## src/rtl/bsh_pkg.sv

```systemverilog
// Shared constants and state encoding for the shared barrel-shifter scheduler.
package bsh_pkg;
   localparam int unsigned DATA_W = 32;
   localparam int unsigned SH_W   = 5;

   localparam logic DIR_LEFT  = 1'b0;
   localparam logic DIR_RIGHT = 1'b1;

   typedef enum logic [1:0] {
      IDLE,
      SHIFT,
      HOLD
   } state_t;
endpackage

```

## src/rtl/bsh_32.sv

```systemverilog
// 32-bit combinational logical barrel shifter, zero fill in both directions.
module bsh_32
   import bsh_pkg::*;
(
   input  logic [DATA_W-1:0] data,
   input  logic              dir,
   input  logic [SH_W-1:0]   sh,
   output logic [DATA_W-1:0] result
);

   assign result = (dir == DIR_RIGHT) ? (data >> sh) : (data << sh);

endmodule

```

## src/rtl/rr_arbiter.sv

```systemverilog
// Combinational round-robin arbiter: first set request at or after ptr, modulo N_REQ.
module rr_arbiter #(
   parameter  int unsigned N_REQ = 4,
   localparam int unsigned ID_W  = $clog2(N_REQ)
) (
   input  logic [N_REQ-1:0] req,
   input  logic [ID_W-1:0]  ptr,
   output logic [N_REQ-1:0] grant,
   output logic [ID_W-1:0]  grant_idx
);

   always_comb begin
      int unsigned k;
      logic        found;
      grant     = '0;
      grant_idx = '0;
      found     = 1'b0;
      k         = 0;
      for (int unsigned i = 0; i < N_REQ; i++) begin
         k = 32'(ptr) + i;
         if (k >= N_REQ) k = k - N_REQ;
         if (!found && req[k[ID_W-1:0]]) begin
            found                 = 1'b1;
            grant[k[ID_W-1:0]]    = 1'b1;
            grant_idx             = k[ID_W-1:0];
         end
      end
   end

endmodule

```

## src/rtl/bsh_rr_sched.sv

```systemverilog
// Round-robin scheduler sharing one bsh_32 among N_REQ requesters; results
// return on a valid/ready port tagged with the requester index.
module bsh_rr_sched
   import bsh_pkg::*;
#(
   parameter  int unsigned N_REQ  = 4,
   parameter  int unsigned DATA_W = 32,
   localparam int unsigned ID_W   = $clog2(N_REQ)
) (
   input  logic                    clk,
   input  logic                    rst_n,
   input  logic [N_REQ-1:0]        req_valid,
   output logic [N_REQ-1:0]        req_ready,
   input  logic [N_REQ*DATA_W-1:0] req_data,
   input  logic [N_REQ-1:0]        req_dir,
   input  logic [N_REQ*SH_W-1:0]   req_sh,
   output logic                    rsp_valid,
   input  logic                    rsp_ready,
   output logic [DATA_W-1:0]       rsp_data,
   output logic [ID_W-1:0]         rsp_id,
   output logic                    busy
);

   state_t              state, state_nx;
   logic [ID_W-1:0]     ptr;
   logic [ID_W-1:0]     g_idx;
   logic [N_REQ-1:0]    g_onehot;
   logic                accept_ok;
   logic                accept;
   logic [DATA_W-1:0]   op_data;
   logic                op_dir;
   logic [SH_W-1:0]     op_sh;
   logic [ID_W-1:0]     op_id;
   logic [DATA_W-1:0]   sh_out;

   rr_arbiter #(.N_REQ(N_REQ)) u_arb (
      .req       (req_valid),
      .ptr       (ptr),
      .grant     (g_onehot),
      .grant_idx (g_idx)
   );

   bsh_32 u_bsh (
      .data   (op_data),
      .dir    (op_dir),
      .sh     (op_sh),
      .result (sh_out)
   );

   // HOLD can hand off to a new op in the same cycle the response drains.
   assign accept_ok = (state == IDLE) | ((state == HOLD) & rsp_ready);
   assign accept    = accept_ok & (|req_valid);
   // Gated by rst_n so no requester sees a grant while reset is asserted.
   assign req_ready = (rst_n && accept_ok) ? g_onehot : '0;
   assign rsp_valid = (state == HOLD);
   assign busy      = (state != IDLE);

   always_comb begin
      state_nx = state;
      case (state)
         IDLE:    if (accept) state_nx = SHIFT;
         SHIFT:   state_nx = HOLD;
         HOLD:    if (rsp_ready) state_nx = accept ? SHIFT : IDLE;
         default: state_nx = IDLE;
      endcase
   end

   always_ff @(posedge clk or negedge rst_n) begin
      if (!rst_n) begin
         state    <= IDLE;
         ptr      <= '0;
         op_data  <= '0;
         op_dir   <= 1'b0;
         op_sh    <= '0;
         op_id    <= '0;
         rsp_data <= '0;
         rsp_id   <= '0;
      end else begin
         state <= state_nx;
         if (accept) begin
            op_data <= req_data[32'(g_idx)*DATA_W +: DATA_W];
            op_dir  <= req_dir[g_idx];
            op_sh   <= req_sh[32'(g_idx)*SH_W +: SH_W];
            op_id   <= g_idx;
            ptr     <= (g_idx == ID_W'(N_REQ-1)) ? '0 : g_idx + ID_W'(1);
         end
         if (state == SHIFT) begin
            rsp_data <= sh_out;
            rsp_id   <= op_id;
         end
      end
   end

endmodule

```

## config.mk

```make
export PLATFORM = sky130hd
export DESIGN_NAME = bsh_rr_sched
export DESIGN_NICKNAME = d
export VERILOG_FILES = /design/src/rtl/bsh_pkg.sv /design/src/rtl/bsh_32.sv /design/src/rtl/rr_arbiter.sv /design/src/rtl/bsh_rr_sched.sv
export SDC_FILE = /design/constraint.sdc
export NUM_CORES = 1
export LEC_CHECK = 0
export CAP_MARGIN = 15
export CORE_ASPECT_RATIO = 0.6
export CORE_UTILIZATION = 32
export CTS_CLUSTER_DIAMETER = 200
export DETAILED_ROUTE_END_ITERATION = 7
export PLACE_DENSITY_LB_ADDON = 0.08
export REMOVE_ABC_BUFFERS = 1
export SETUP_SLACK_MARGIN = 0.2
export SLEW_MARGIN = 20
export SYNTH_ARGS = -nofsm -noshare
export SYNTH_HDL_FRONTEND = slang
export SYNTH_SLANG_ARGS = --single-unit
```

## constraint.sdc

```tcl
create_clock -name clk -period 8.9 [get_ports clk]
set_input_delay 1.78 -clock clk [delete_from_list [all_inputs] [get_ports clk]]
set_output_delay 1.78 -clock clk [all_outputs]
set_load 0.05 [all_outputs]
```

# Word level (Yosys, flattened, before mapping)
# Index checks and enable logic that the tools add are counted.
[word_totals]
word_cells = 100
reg_bits = 78
[classes]
multipliers = 1
eq_ne = 5
shift = 4
n_addsub = 8
order_cmp = 13
n_reduce_logical = 15
bitwise = 6
n_mux = 40
[ops]
columns = ["op", "count"]
rows = [
  ["$shiftx 128x8->32", 1],
  ["$mux 32", 1],
  ["$shl 32x5->32", 1],
  ["$shr 32x5->32", 1],
  ["$mux 2", 11],
  ["$mux 4", 5],
  ["$shiftx 20x6->5", 1],
  ["$lt 2x3->1 const B", 5],
  ["$mux 1", 13],
  ["$or 4x4->4", 3],
  ["$bmux 1 s2", 5],
  ["$ge 3x3->1 const B", 3],
  ["$demux 1 s2", 4],
  ["$ge 2x1->1 const B", 4],
  ["$logic_and 1x1->1", 8],
  ["$sub 2x1->2 const B", 4],
  ["$add 2x2->3 const B", 2],
  ["$pmux 2 s3", 1],
  ["$mul 2x3->5 const B", 1],
  ["$eq 2x2->1 const B", 2],
  ["$reduce_or 4->1", 1],
  ["$add 2x1->3 const B", 1],
  ["$ge 2x3->1 const B", 1],
  ["$logic_not 1->1", 3],
  ["other kinds (9)", 10],
]

# Longest topological paths before layout
[depth]
ltp_word = 16
ltp_mapped = 11

# By module
# Synthesis repeated with hierarchy kept, for this count alone.
[hier_totals]
hier_cells = 769
hier_area_um2 = 8164.1
[by_module_without_submodules]
columns = ["mod", "seq_area_each_um2", "area_per_inst_um2", "n_inst", "cells_each"]
rows = [
  ["bsh_rr_sched", 1951.9, 3970.1, 1, 224],
  ["bsh_32", 0.0, 3789.9, 1, 497],
  ["rr_arbiter", 0.0, 404.1, 1, 48],
]

# Worst setup path after synthesis
# OpenSTA, ideal clock, no wires.
[synth_path]
path_type = "input to output"
from = "input port req_valid[2]"
to = "output port req_ready[0]"
cell_stages = 5
arrival_ns = 3.648
path_buffers = 1
setup_slack_ns = 3.472
path_cell_list = "clkbuf_1 > or3_1 > nor4b_1 > o21ai_0 > a21oi_1"
[synth_via]
elab_chain_len = 13
elab_cells_between_ends = 25
classes_between = "16 x mux; 3 x bitwise; 6 x reduce/logical"
[synth_lines]
columns = ["element", "line", "rtl"]
rows = [
  ["start, declared", "bsh_rr_sched.sv:12", "input logic [N_REQ-1:0] req_valid,"],
  ["$bmux 1 s2", "rr_arbiter.sv:22", "if (!found && req[k[ID_W-1:0]]) begin"],
  ["$mux 1 (implied by the code)", "rr_arbiter.sv:22", ""],
  ["$mux 1", "rr_arbiter.sv:22", ""],
  ["$logic_not 1->1", "rr_arbiter.sv:22", ""],
  ["$logic_and 1x1->1", "rr_arbiter.sv:22", ""],
  ["$mux 1", "rr_arbiter.sv:22", ""],
  ["$logic_not 1->1", "rr_arbiter.sv:22", ""],
  ["$logic_and 1x1->1", "rr_arbiter.sv:22", ""],
  ["$mux 1", "rr_arbiter.sv:22", ""],
  ["$logic_not 1->1", "rr_arbiter.sv:22", ""],
  ["$logic_and 1x1->1", "rr_arbiter.sv:22", ""],
  ["$mux 4 *", "rr_arbiter.sv:22", ""],
  ["$mux 4 *", "bsh_rr_sched.sv:54", "assign req_ready = (rst_n && accept_ok) ? g_onehot : '0;"],
  ["end, declared", "bsh_rr_sched.sv:13", "output logic [N_REQ-1:0] req_ready,"],
]
# Mark *: on every way between the ends. The rest lies on a longest branch, timed or not. The select of a mux whose other input is x is not followed.

# Worst setup path after layout
[layout_path]
from = "input port req_valid[3]"
to = "output port req_ready[0]"
# Same word-level chain as after synthesis.

==> impl_metrics.csv <==
group,metric,value,unit
final_layout,layout_commonest_cell,"clkdlybuf4s50_1",
clock_network,post_cts_buffers,0,
clock_network,cts_resized,0,
critical_path,r2r.worst_path.cells,8,
yosys,synth-async-reset-ratio,100,%
final_layout,nets,1159,
yosys,synth_top_cell_by_area,"dfrtp_1",
yosys,synth_edf_count,0,
clock_network,cts_tree,"yes",
die,dieWidth,214,um
die,start_util,32.7,%
yosys,syn_area_per_cell,9.77,um^2
final_layout,layout_common_cells,"clkdlybuf4s50_1 (197), mux4_2 (80), dfrtp_1 (76)",
power,max-vdd-ir-drop,135,uV
final_layout,drive_gt1_share,17.0,%
routing,drtAntennaViolNets,0,
sta,setup_viol,0,
clock_network,hold_buffers,0,
sta,relSlewSlack,36.1,%
final_layout,diodes,0,
clock_network,htree_levels,3,
critical_path,arrival,4.82,ns
power,p_leak,0.00408,uW
die,core,26500,um^2
placement,gp_congestion,0.926,
final_layout,final_core_util,41.7,%
yosys,post_synth_num_cell_types,61,
sta,hold_violations,0,
yosys,syn_inst,886,
sta,period_share,74.2,%
global_route,grt_max_degree,63,
die,die_area,27700,um^2
global_route,grt_pass1_vias,8091,
die,io_pins,199,
yosys,synth-main-ff-cell,"dfrtp_1",
final_layout,area_delta_synth_final,27.6,%
routing,viasPerCell,6.18,
placement,dp_hpwl,24400,um
routing,num_vias,8395,
critical_path,worstPathRequired,7.12,ns
yosys,synthesis.area,8650,um^2
die,rows,46,
clock_network,clk_pin_slew_worst_paths,0.06,ns
critical_path,end_kind,"output port",
clock_network,cts_buffers,9,
clock_network,ctsRootBufferMaster,"clkbuf_16",
global_route,track_usage,24.6,%
status,status,"completed",
routing,drcViolationCount,0,
sta,tightest_slew,0.958,ns
yosys,yosys_warnings,0,
global_route,antenna_found_initial,0,
clock_network,clk_latency,0.36,ns
run,cap_violations,0,
yosys,seq_area_frac_synth,22.6,%
sta,fmax,151,MHz
global_route,grt_overflow_total,0,
power,p_per_area,458,nW/um^2
sta,post-route-min-period,6.60,ns
sta,rsz0062_at_grt,"no",
clock_network,clockBufferDepth,2,
placement,port_buffers,198,
critical_path,rr_startpoint,"ptr[0]$_DFFE_PN0P_",
yosys,synth_top_area_share,22.6,%
sta,fin_setup_tns,0,ns
yosys,synth-seq-cells,78,
critical_path,cp_max_fo,12,
global_route,grt_first_pass_wirelength,51500,um
placement,placed_cell_area,10700,um^2
critical_path,r2r_end,"op_data[24]$_DFFE_PN0P_",
sta,worst_clock_skew,0.00791,ns
critical_path,critPathKind,"input port to output port",
final_layout,design_area,11000,um^2
clock_network,cts_sinks,78,
critical_path,rrSetupSlack,4.55,ns
routing,avgRoutedWirePerCell,24.8,um
critical_path,endpoint,"req_ready[0]",
sta,final_max_slew_viol_count,0,
routing,drtIter0Drc,963,
die,die_y,129,um
worst_hold_path,hp-class,"register to register",
routing,wl,33700,um
routing,dr.pass1.iters,6,
yosys,synth_area_leaders,"dfrtp_1 (23%), mux4_2 (21%), mux2i_1 (7.2%), a221o_1 (4.4%), o31ai_1 (4.0%)",
critical_path,crit_path_start_kind,"input port",
critical_path,cp-startpoint,"req_valid[3]",
==> metal layers <==
layer	GRT usage, %	share of wire [%]	vias to the layer above
li1	-	-	3729
met1	36.8	47	4200
met2	33.7	41	428
met3	7.79	11	38
met4	5.92	1.7	0
met5	0	0	-
==> flip-flops by register name, indices dropped and copies added, names as in the netlist <==
signal and cells:
op_data 32, ptr 2, rsp_data 32, state 2, op_sh 5, rsp_id 2, op_id 2, op_dir 1
==> cell usage after synthesis (3+ instances only) <==
cell type  instances
o21ai_0           40
o22ai_1            5
a221oi_1          10
mux2i_1           62
nand2_1           54
buf_6              4
inv_1              4
nand3_1           14
inv_2              3
a2111oi_0          3
buf_1             11
a2bb2oi_1          3
nor3b_1            3
a21oi_1           66
a221o_1           38
o31ai_1           46
dfrtp_1           78
ha_1               7
a31oi_1           13
buf_4              6
buf_2             29
nor2b_1           15
and2_1             5
a22o_1             4
o211ai_1          45
nor2_1            54
a211oi_1           3
nand2b_1          10
mux2_4            16
mux2_1            21
clkbuf_1          74
or2_2              3
mux4_2            80
nor3_1             6
mux2_2            18
==> worst max-delay path: stages <==
cell	delay (ns)
clkdlybuf4s50_1	0.67
mux4_2	0.72
nor2b_1	0.33
a22o_1	0.20
mux2i_1	0.08
a21oi_1	0.20
clkdlybuf4s50_1	0.84
==> worst min path at each step <==
stage / startpoint / end / slack (ns) / depth (start not counted)
after global placement: op_id[0]$_DFFE_PN0P_ / rsp_id[0]$_DFFE_PN0N_ / 0.45 / 2
after global routing: op_id[0]$_DFFE_PN0P_ / rsp_id[0]$_DFFE_PN0N_ / 0.51 / 2
after floorplan: op_id[0]$_DFFE_PN0P_ / rsp_id[0]$_DFFE_PN0N_ / 0.43 / 2
after CTS: op_id[0]$_DFFE_PN0P_ / rsp_id[0]$_DFFE_PN0N_ / 0.47 / 2
after detailed placement: op_id[0]$_DFFE_PN0P_ / rsp_id[0]$_DFFE_PN0N_ / 0.45 / 2
final: op_id[0]$_DFFE_PN0P_ / rsp_id[0]$_DFFE_PN0N_ / 0.46 / 2
==> through the flow <==
step / std cells / worst slack (ns) / hold slack [ns] / total power (uW)
global placement: 1341 / 2.50 / 0.452 / 4640
floorplan: 762 / 3.55 / 0.435 / 3390
finish: 1358 / 2.30 / 0.462 / 5060
CTS: 1357 / 2.33 / 0.467 / 5000
detailed placement: 1341 / 2.33 / 0.450 / 4620
global route: 1358 / 2.12 / 0.514 / 5360
==> power breakdown <==
group	switching [uW]	internal, uW	total (uW)
clock network	164	189	353
registers	376	538	914
logic	2180	1610	3790
==> area by class of cell <==
class,count,area (um^2)
clock inverters,7,50.0
well taps,360,450
multi-input cells,677,6170
flip-flops and latches,78,1960
inverters,7,26.3
repair buffers,220,2160
fillers,2646,15400
clock buffers,9,225
==> kinds of logic after synthesis <==
group,Yosys count,synth area share [%]
mux,197,35.8
compound gates,297,24.0
flops,78,22.6
xor+xnor,1,0.101
simple gates,175,9.72
buf+inv,131,6.71
fa+ha+maj,7,1.01
No activity file was read; power rests on OpenSTA's default activity.
